[src/rtl/music_player.sv]
// Note sequencer and square-wave tone generator fed by a registered-output note ROM.
// Each slot is FETCH, LOAD, PLAY and GAP; a play ends after the last address or loops to 0.
module music_player #(
    parameter int unsigned NUM_NOTES  = 31,
    parameter int unsigned NOTE_TICKS = 12_500_000,
    parameter int unsigned GAP_TICKS  = 1_250_000
) (
    input  logic        clk,
    input  logic        rst_n,
    input  logic        start,
    input  logic        stop,
    input  logic        loop,
    output logic [4:0]  rom_addr,
    input  logic [19:0] rom_data,
    output logic        speaker,
    output logic        busy,
    output logic        done
);

    typedef enum logic [2:0] {
        StIdle,
        StFetch,
        StLoad,
        StPlay,
        StGap,
        StFinish
    } state_e;

    localparam logic [4:0]  LastAddr = 5'(NUM_NOTES - 1);
    localparam logic [23:0] PlayLast = 24'(NOTE_TICKS - GAP_TICKS - 1);
    localparam logic [23:0] SlotLast = 24'(NOTE_TICKS - 1);
    localparam bit          HasGap   = (GAP_TICKS != 0);

    state_e      state_q, state_d;
    logic [4:0]  rom_addr_q, rom_addr_d;
    logic        speaker_q, speaker_d;
    logic [19:0] half_period_q, half_period_d;
    logic [19:0] tone_cnt_q, tone_cnt_d;
    logic [23:0] note_cnt_q, note_cnt_d;

    logic        play_end;
    logic        slot_end;
    logic        last_note;
    logic        tone_wrap;
    logic [4:0]  next_addr;
    state_e      adv_state;

    // note_cnt runs across PLAY and GAP so one counter times the whole slot
    assign play_end  = (state_q == StPlay) && (note_cnt_q == PlayLast);
    assign slot_end  = HasGap ? ((state_q == StGap) && (note_cnt_q == SlotLast)) : play_end;
    assign last_note = (rom_addr_q == LastAddr);
    assign tone_wrap = (tone_cnt_q == half_period_q - 20'd1);
    assign adv_state = (last_note && !loop) ? StFinish : StFetch;

    always_comb begin
        next_addr = rom_addr_q + 5'd1;
        if (last_note) begin
            next_addr = loop ? 5'd0 : rom_addr_q;
        end
    end

    // State register
    always_ff @(posedge clk or negedge rst_n) begin
        if (!rst_n) begin
            state_q       <= StIdle;
            rom_addr_q    <= 5'd0;
            speaker_q     <= 1'b0;
            half_period_q <= 20'd0;
            tone_cnt_q    <= 20'd0;
            note_cnt_q    <= 24'd0;
        end else begin
            state_q       <= state_d;
            rom_addr_q    <= rom_addr_d;
            speaker_q     <= speaker_d;
            half_period_q <= half_period_d;
            tone_cnt_q    <= tone_cnt_d;
            note_cnt_q    <= note_cnt_d;
        end
    end

    // Next-state logic
    always_comb begin
        state_d = state_q;
        if (stop) begin
            state_d = StIdle;
        end else begin
            unique case (state_q)
                StIdle:   if (start) state_d = StFetch;
                StFetch:  state_d = StLoad;
                StLoad:   state_d = StPlay;
                StPlay: begin
                    if (play_end) begin
                        state_d = HasGap ? StGap : adv_state;
                    end
                end
                StGap:    if (slot_end) state_d = adv_state;
                StFinish: state_d = StIdle;
                default:  state_d = StIdle;
            endcase
        end
    end

    // Datapath next values; speaker defaults low so every non-PLAY state is silent
    always_comb begin
        rom_addr_d    = rom_addr_q;
        speaker_d     = 1'b0;
        half_period_d = half_period_q;
        tone_cnt_d    = tone_cnt_q;
        note_cnt_d    = note_cnt_q;
        if (stop) begin
            rom_addr_d = 5'd0;
        end else begin
            unique case (state_q)
                StIdle: begin
                    if (start) rom_addr_d = 5'd0;
                end
                StLoad: begin
                    half_period_d = rom_data;
                    tone_cnt_d    = 20'd0;
                    note_cnt_d    = 24'd0;
                end
                StPlay: begin
                    note_cnt_d = note_cnt_q + 24'd1;
                    if (!play_end) begin
                        if (half_period_q == 20'd0) begin
                            tone_cnt_d = 20'd0;
                        end else if (tone_wrap) begin
                            tone_cnt_d = 20'd0;
                            speaker_d  = ~speaker_q;
                        end else begin
                            tone_cnt_d = tone_cnt_q + 20'd1;
                            speaker_d  = speaker_q;
                        end
                    end
                    if (slot_end) rom_addr_d = next_addr;
                end
                StGap: begin
                    note_cnt_d = note_cnt_q + 24'd1;
                    if (slot_end) rom_addr_d = next_addr;
                end
                StFinish: begin
                    rom_addr_d = 5'd0;
                end
                default: ;
            endcase
        end
    end

    // Outputs
    always_comb begin
        rom_addr = rom_addr_q;
        speaker  = speaker_q;
        busy     = (state_q != StIdle);
        done     = (state_q == StFinish);
    end

endmodule

[config.mk]
export PLATFORM = sky130hd
export DESIGN_NAME = music_player
export DESIGN_NICKNAME = d
export VERILOG_FILES = /design/src/rtl/music_player.sv
export SDC_FILE = /design/constraint.sdc
export NUM_CORES = 1
export LEC_CHECK = 0
export BUFFER_PORTS_ARGS = -buffer_cell sky130_fd_sc_hd__buf_2
export CAP_MARGIN = 40
export CORE_MARGIN = 1
export CORE_UTILIZATION = 54
export CTS_BUF_LIST = sky130_fd_sc_hd__clkbuf_4 sky130_fd_sc_hd__clkbuf_8
export DETAILED_ROUTE_END_ITERATION = 8
export PLACE_DENSITY = 0.73
export SYNTH_ARGS = -nofsm -noshare
export SYNTH_HDL_FRONTEND = slang
export SYNTH_SLANG_ARGS = --single-unit
[constraint.sdc]
create_clock -name clk -period 3.3 [get_ports clk]
set_clock_uncertainty 0.05 [all_clocks]
set_input_delay 0.66 -clock clk [delete_from_list [all_inputs] [get_ports clk]]
set_output_delay 0.66 -clock clk [all_outputs]
set_load 0.05 [all_outputs]
# Word-level counts from Yosys, hierarchy flattened
# Cells that the tools add are included.
totals:
  inputBits: 25
  register_bits: 73
  latchBits: 0
  out_inout_bits: 8
  ramBits: 0
  rom_bits: 0
  mem_count: 0
op_classes:
  n_bitwise: 2
  addsub: 4
  n_div: 0
  order_cmp: 0
  mul: 0
  n_eq_ne: 16
  n_shift: 0
  mux: 22
  reduce_logical: 16
op_table:
  columns: ["op", "n"]
  rows:
  - ["20-bit two-way mux", 3]
  - ["24-bit equality test, second input constant", 2]
  - ["24-bit case mux with 2 select lines", 1]
  - ["20-bit case mux with 2 select lines", 1]
  - ["5-bit two-way mux", 5]
  - ["24-bit by 1-bit adder with 24-bit output, second input constant", 1]
  - ["20-bit by 1-bit adder with 20-bit output, second input constant", 1]
  - ["20-bit equality test", 1]
  - ["20-bit logical NOT", 1]
  - ["20-bit by 1-bit subtractor with 20-bit output, second input constant", 1]
  - ["3-bit two-way mux", 5]
  - ["3-bit case mux with 5 select lines", 1]
  - ["5-bit case mux with 3 select lines", 1]
  - ["3-bit != test, second input constant", 3]
  - ["3-bit by 2-bit equality test with 1-bit output, second input constant", 2]
  - ["3-bit equality test, second input constant", 2]
  - ["3-bit AND reduction", 2]
  - ["5-bit by 1-bit adder with 5-bit output, second input constant", 1]
  - ["5-bit equality test, second input constant", 1]
  - ["1-bit two-way mux", 5]
  - ["5-bit by 4-bit != test with 1-bit output, second input constant", 1]
  - ["4-bit != test, second input constant", 1]
  - ["2-bit AND reduction", 2]
  - ["4-bit AND reduction", 1]
  - ["other kinds (11)", 15]

# Logic depth before layout (Yosys ltp)
depth:
  depth_word: 7
  mapped_depth: 11
  depth_no_buf: 10

# Worst setup path after synthesis
# Ideal clock, no wire load.
synth_timing:
  path_type: "reg-to-reg"
  start: "register half_period_q[0]"
  end: "register tone_cnt_q[17]"
  stages_incl_launch_ff: 12
  arrival_ns: 2.667
  setup_ns: 0.128
  path_slack_ns: 0.455
  path_cell_list: "dfrtp_1 -> inv_1 -> ha_1 -> or4b_4 -> nor2_1 -> xnor2_1 -> nand4_1 -> a2111oi_2 -> o2111ai_4 -> buf_6 -> a31oi_1 -> o22ai_1"
synth_via:
  elab_chain_cells: 6
  word_cells_on_any_way: 7
  cone_classes: "1 x add/sub; 1 x eq/ne; 4 x mux; 1 x reduce/logical"
synth_rtl:
  columns: ["element", "line_no", "source"]
  rows:
  - ["start, declared", "37", "logic [19:0] half_period_q, half_period_d;"]
  - ["start signal, assigned", "75", "half_period_q <= half_period_d;"]
  - ["20-bit by 1-bit subtractor with 20-bit output", "52", "assign tone_wrap = (tone_cnt_q == half_period_q - 20'd1);"]
  - ["20-bit equality test", "52", null]
  - ["20-bit two-way mux", "127", "end else if (tone_wrap) begin"]
  - ["20-bit two-way mux *", "125", "if (half_period_q == 20'd0) begin"]
  - ["20-bit two-way mux *", "124", "if (!play_end) begin"]
  - ["20-bit case mux with 2 select lines *", "113", "unique case (state_q)"]
  - ["end signal, assigned", "76", "tone_cnt_q <= tone_cnt_d;"]
  - ["end, declared", "38", "logic [19:0] tone_cnt_q, tone_cnt_d;"]
# Mark *: on every way between the ends. The rest lies on a longest branch, timed or not. The select of a mux whose other input is x is not followed.
# A chain may end at the register's enable or synchronous reset.

# Worst setup path in the final report
layout_timing:
  start: "register half_period_q[0]"
  end: "register tone_cnt_q[18]"
# Same word-level chain as after synthesis.

==> flow_summary.yaml <==
status:
  status: "complete, no violations"
timing:
  max_clock_freq_mhz: 318
  min_period_over_period: 0.954
  min_period_ns: 3.15
  tns_ns: 0
  tightest_slew_ns: 0.631
  drv_slew: 0
  hold_violations: 0
  whs_ns: 0.183
  relSlewSlack: 0.575
  final-setup-viol-count: 0
detailed_routing:
  vias_per_cell: 6.09
  via_count: 3662
  drt-total-wl_mm: 9.67
  dr.pass1.iters: 5
  final_antenna_net_count: 0
  drc: 0
  drt_iter0_drc: 202
  routedWlPerCell_um: 16.1
critical_path:
  ff2ff_path_depth: 11
  cp.depth: 11
  critPathKind: "flop to flop"
  crit_family: "simple AND/OR/NAND/NOR gates"
  slowest_delay_ns: 0.51
  cp.required_ns: 3.51
  path_max_fanout: 23
  path_buf_inv: 2
  worstPathCellList: "inv_1, ha_1, or4b_4, and4bb_1, mux2i_1, o31ai_2, a22oi_2, o2111ai_4, buf_4, nand2_4, o311ai_2"
  cp.arrival_ns: 3.36
  crit_slowest_cell: "or4b_4"
  startpoint_type: "flop"
  worstSetupEndpointType: "flop"
cells_and_area:
  nFillCells: 635
  design_area_um2: 4960
  multiInputGateArea_um2: 2540
  final_net_count: 525
  area_delta_synth_final_pct: 10.8
  diodes: 0
  instances_no_fill: 601
  ff_latch_area_um2: 1830
  drive_above_1_share: 0.178
logic_synthesis:
  syn_area_um2: 4480
  synth_top_area_share: 0.408
  ys.flop_type: "dfrtp_1"
  yosys.area_share.adder: 0.0140
  synth_area_leaders: "dfrtp_1, xnor2_1, mux2_2"
  synth-compound-area-share: 0.130
  ys_warn_count: 0
  synth-simple-area-share: 0.274
  synth-seq-area-share: 0.408
  synth_xor_area_frac: 0.0861
  syn-num-nets: 496
  synth_top_family_by_area: "simple AND/OR/NAND/NOR gates"
  netlist_instances: 466
  synth.distinct_cells: 67
  synth_top_cell_by_area: "dfrtp_1"
  ys_ff_latch: 73
  async_flop_share: 1.00
  syn_avg_cell_area_um2: 9.61
  synth_common_cells: "dfrtp_1, nor2_1, nand2_1, nand3_1, xnor2_1"
  synth_edf_count: 0
  synth_most_common_cell: "dfrtp_1"
  synth.area.mux_share: 0.0562
cts:
  cts_buffers: 9
  clkLatencyLatePin_ns: 0.35
  cts.sinks: 73
  clkTransAtPathRegs_ns: 0.08
  cts_tree: "built"
  cts_max_path_buffers: 2
  clock-root-buffer: "clkbuf_8"
  cts.repair.resized: 0
  postCtsHoldBufs: 0
  post-cts-setup-buffer-count: 0
  htree_levels: 3
flow_run:
  max_cap_viol_count: 0
worst_hold_path:
  min_path_type: "primary input to async pin"
floorplan:
  die_x_um: 93.1
  start_util: 0.568
  rows: 32
  die_h_um: 93.1
  pin_count: 33
  coreArea_um2: 7890
  dieArea_um2: 8660
global_routing:
  grt_first_pass_wirelength_mm: 16.4
  grt-ovfl-total: 0
  grt_pass1_vias: 3455
  grt_max_degree: 45
  grt_usage: 0.241
  antenna_found_initial: 0
placed_design:
  hpwl_mm: 6.86
  place_area_um2: 4720
  io_buffers: 32
  gp_congestion: 0.906
  placed_cells: 586
pwr:
  power_density_nw_per_um2: 655
  leakagePower_nw: 2.02
  vdd_drop_max_uv: 267
## worst paths after layout
check	to	slack [ns]	startpoint
hold / removal	tone_cnt_q[2]	0.18	rst_n
setup / recovery	tone_cnt_q[18]	0.15	half_period_q[0]
setup reg to reg	tone_cnt_q[18]	0.15	half_period_q[0]
min in group clk	half_period_q[15]	0.48	rom_data[15]
hold reg to reg	note_cnt_q[0]	0.49	note_cnt_q[0]
max in group asynchronous	note_cnt_q[0]	2.45	rst_n
## power breakdown
| part | leakage, nW | switching (mW) | internal (mW) |
|---|---|---|---|
| combinational | 0.941 | 0.552 | 0.482 |
| sequential | 0.974 | 0.340 | 1.08 |
| clock | 0.109 | 0.342 | 0.454 |
## layout by cell type, fill, tap and decap left out, types with 4 or more instances in the layout
cell type / synthesis / routed
xnor2_1: 27 / 26
mux2i_1: 6 / 6
nand2b_1: 7 / 7
or3_1: 4 / 4
nand4_1: 13 / 13
nand2_1: 42 / 42
o211ai_1: 5 / 5
nor3_1: 11 / 11
nor4_1: 5 / 5
xor2_1: 17 / 17
nand3_1: 30 / 30
nor2b_1: 4 / 4
buf_4: 0 / 5
nand4b_1: 6 / 6
inv_1: 9 / 9
mux2_2: 17 / 17
o31ai_1: 8 / 8
a21oi_1: 15 / 15
nor2_1: 46 / 46
dfrtp_1: 73 / 73
buf_2: 3 / 31
ha_1: 5 / 5
o21ai_0: 15 / 15
nand3b_1: 5 / 5
a31oi_1: 10 / 10
clkbuf_8: 0 / 10
and3_1: 16 / 16
## cell type report
type	instances	area share
clock buffer	11	0.0293
clock inverter	4	0.0154
inverter	9	0.00681
multi-input combinational	365	0.512
sequential	73	0.368
tap	102	0.0257
timing repair buffer	37	0.0429
## metrics by stage
step | worst slack, ns | power [mW] | utilization
5_1_grt | -0.000852 | 3.45 | 0.629
6_report | 0.151 | 3.25 | 0.629
2_1_floorplan | 0.455 | 2.20 | -
3_3_place_gp | 0.343 | 2.41 | 0.596
3_5_place_dp | 0.197 | 2.45 | 0.598
4_1_cts | 0.175 | 3.25 | 0.626
## flip-flops by register name, summed over array words and instances, names as in the netlist
register / count
tone_cnt_q: 20
speaker: 1
half_period_q: 20
rom_addr: 5
state_q: 3
note_cnt_q: 24
## per-layer routing
layer,up-vias,wire length [um],share of wire,global-route usage
li1,1758,-,-,-
met3,13,425,0.044,0.0488
met5,-,0,0,0
met1,1806,4400,0.45,0.328
met2,85,4690,0.49,0.382
met4,0,152,0.016,0.0846
## logic make-up (layout without fill, tap and decap cells)
| group | after synthesis | in the layout |
|---|---|---|
| and+or+nand+nor | 215 | 215 |
| AOI/OAI and AO/OA | 78 | 78 |
| DFF | 73 | 73 |
| xor gates and xnor gates | 44 | 44 |
| buffers and inverters | 28 | 61 |
| muxes | 23 | 23 |
| adders and majority gates | 5 | 5 |
## worst reg2reg max path, stage by stage, from the launching register on
cell and delay, ns:
dfrtp_1 0.44, inv_1 0.12, ha_1 0.28, or4b_4 0.51, and4bb_1 0.36, mux2i_1 0.13
o31ai_2 0.27, a22oi_2 0.10, o2111ai_4 0.09, buf_4 0.31, nand2_4 0.13, o311ai_2 0.27
Note: power is estimated with default switching activity, not from simulation.
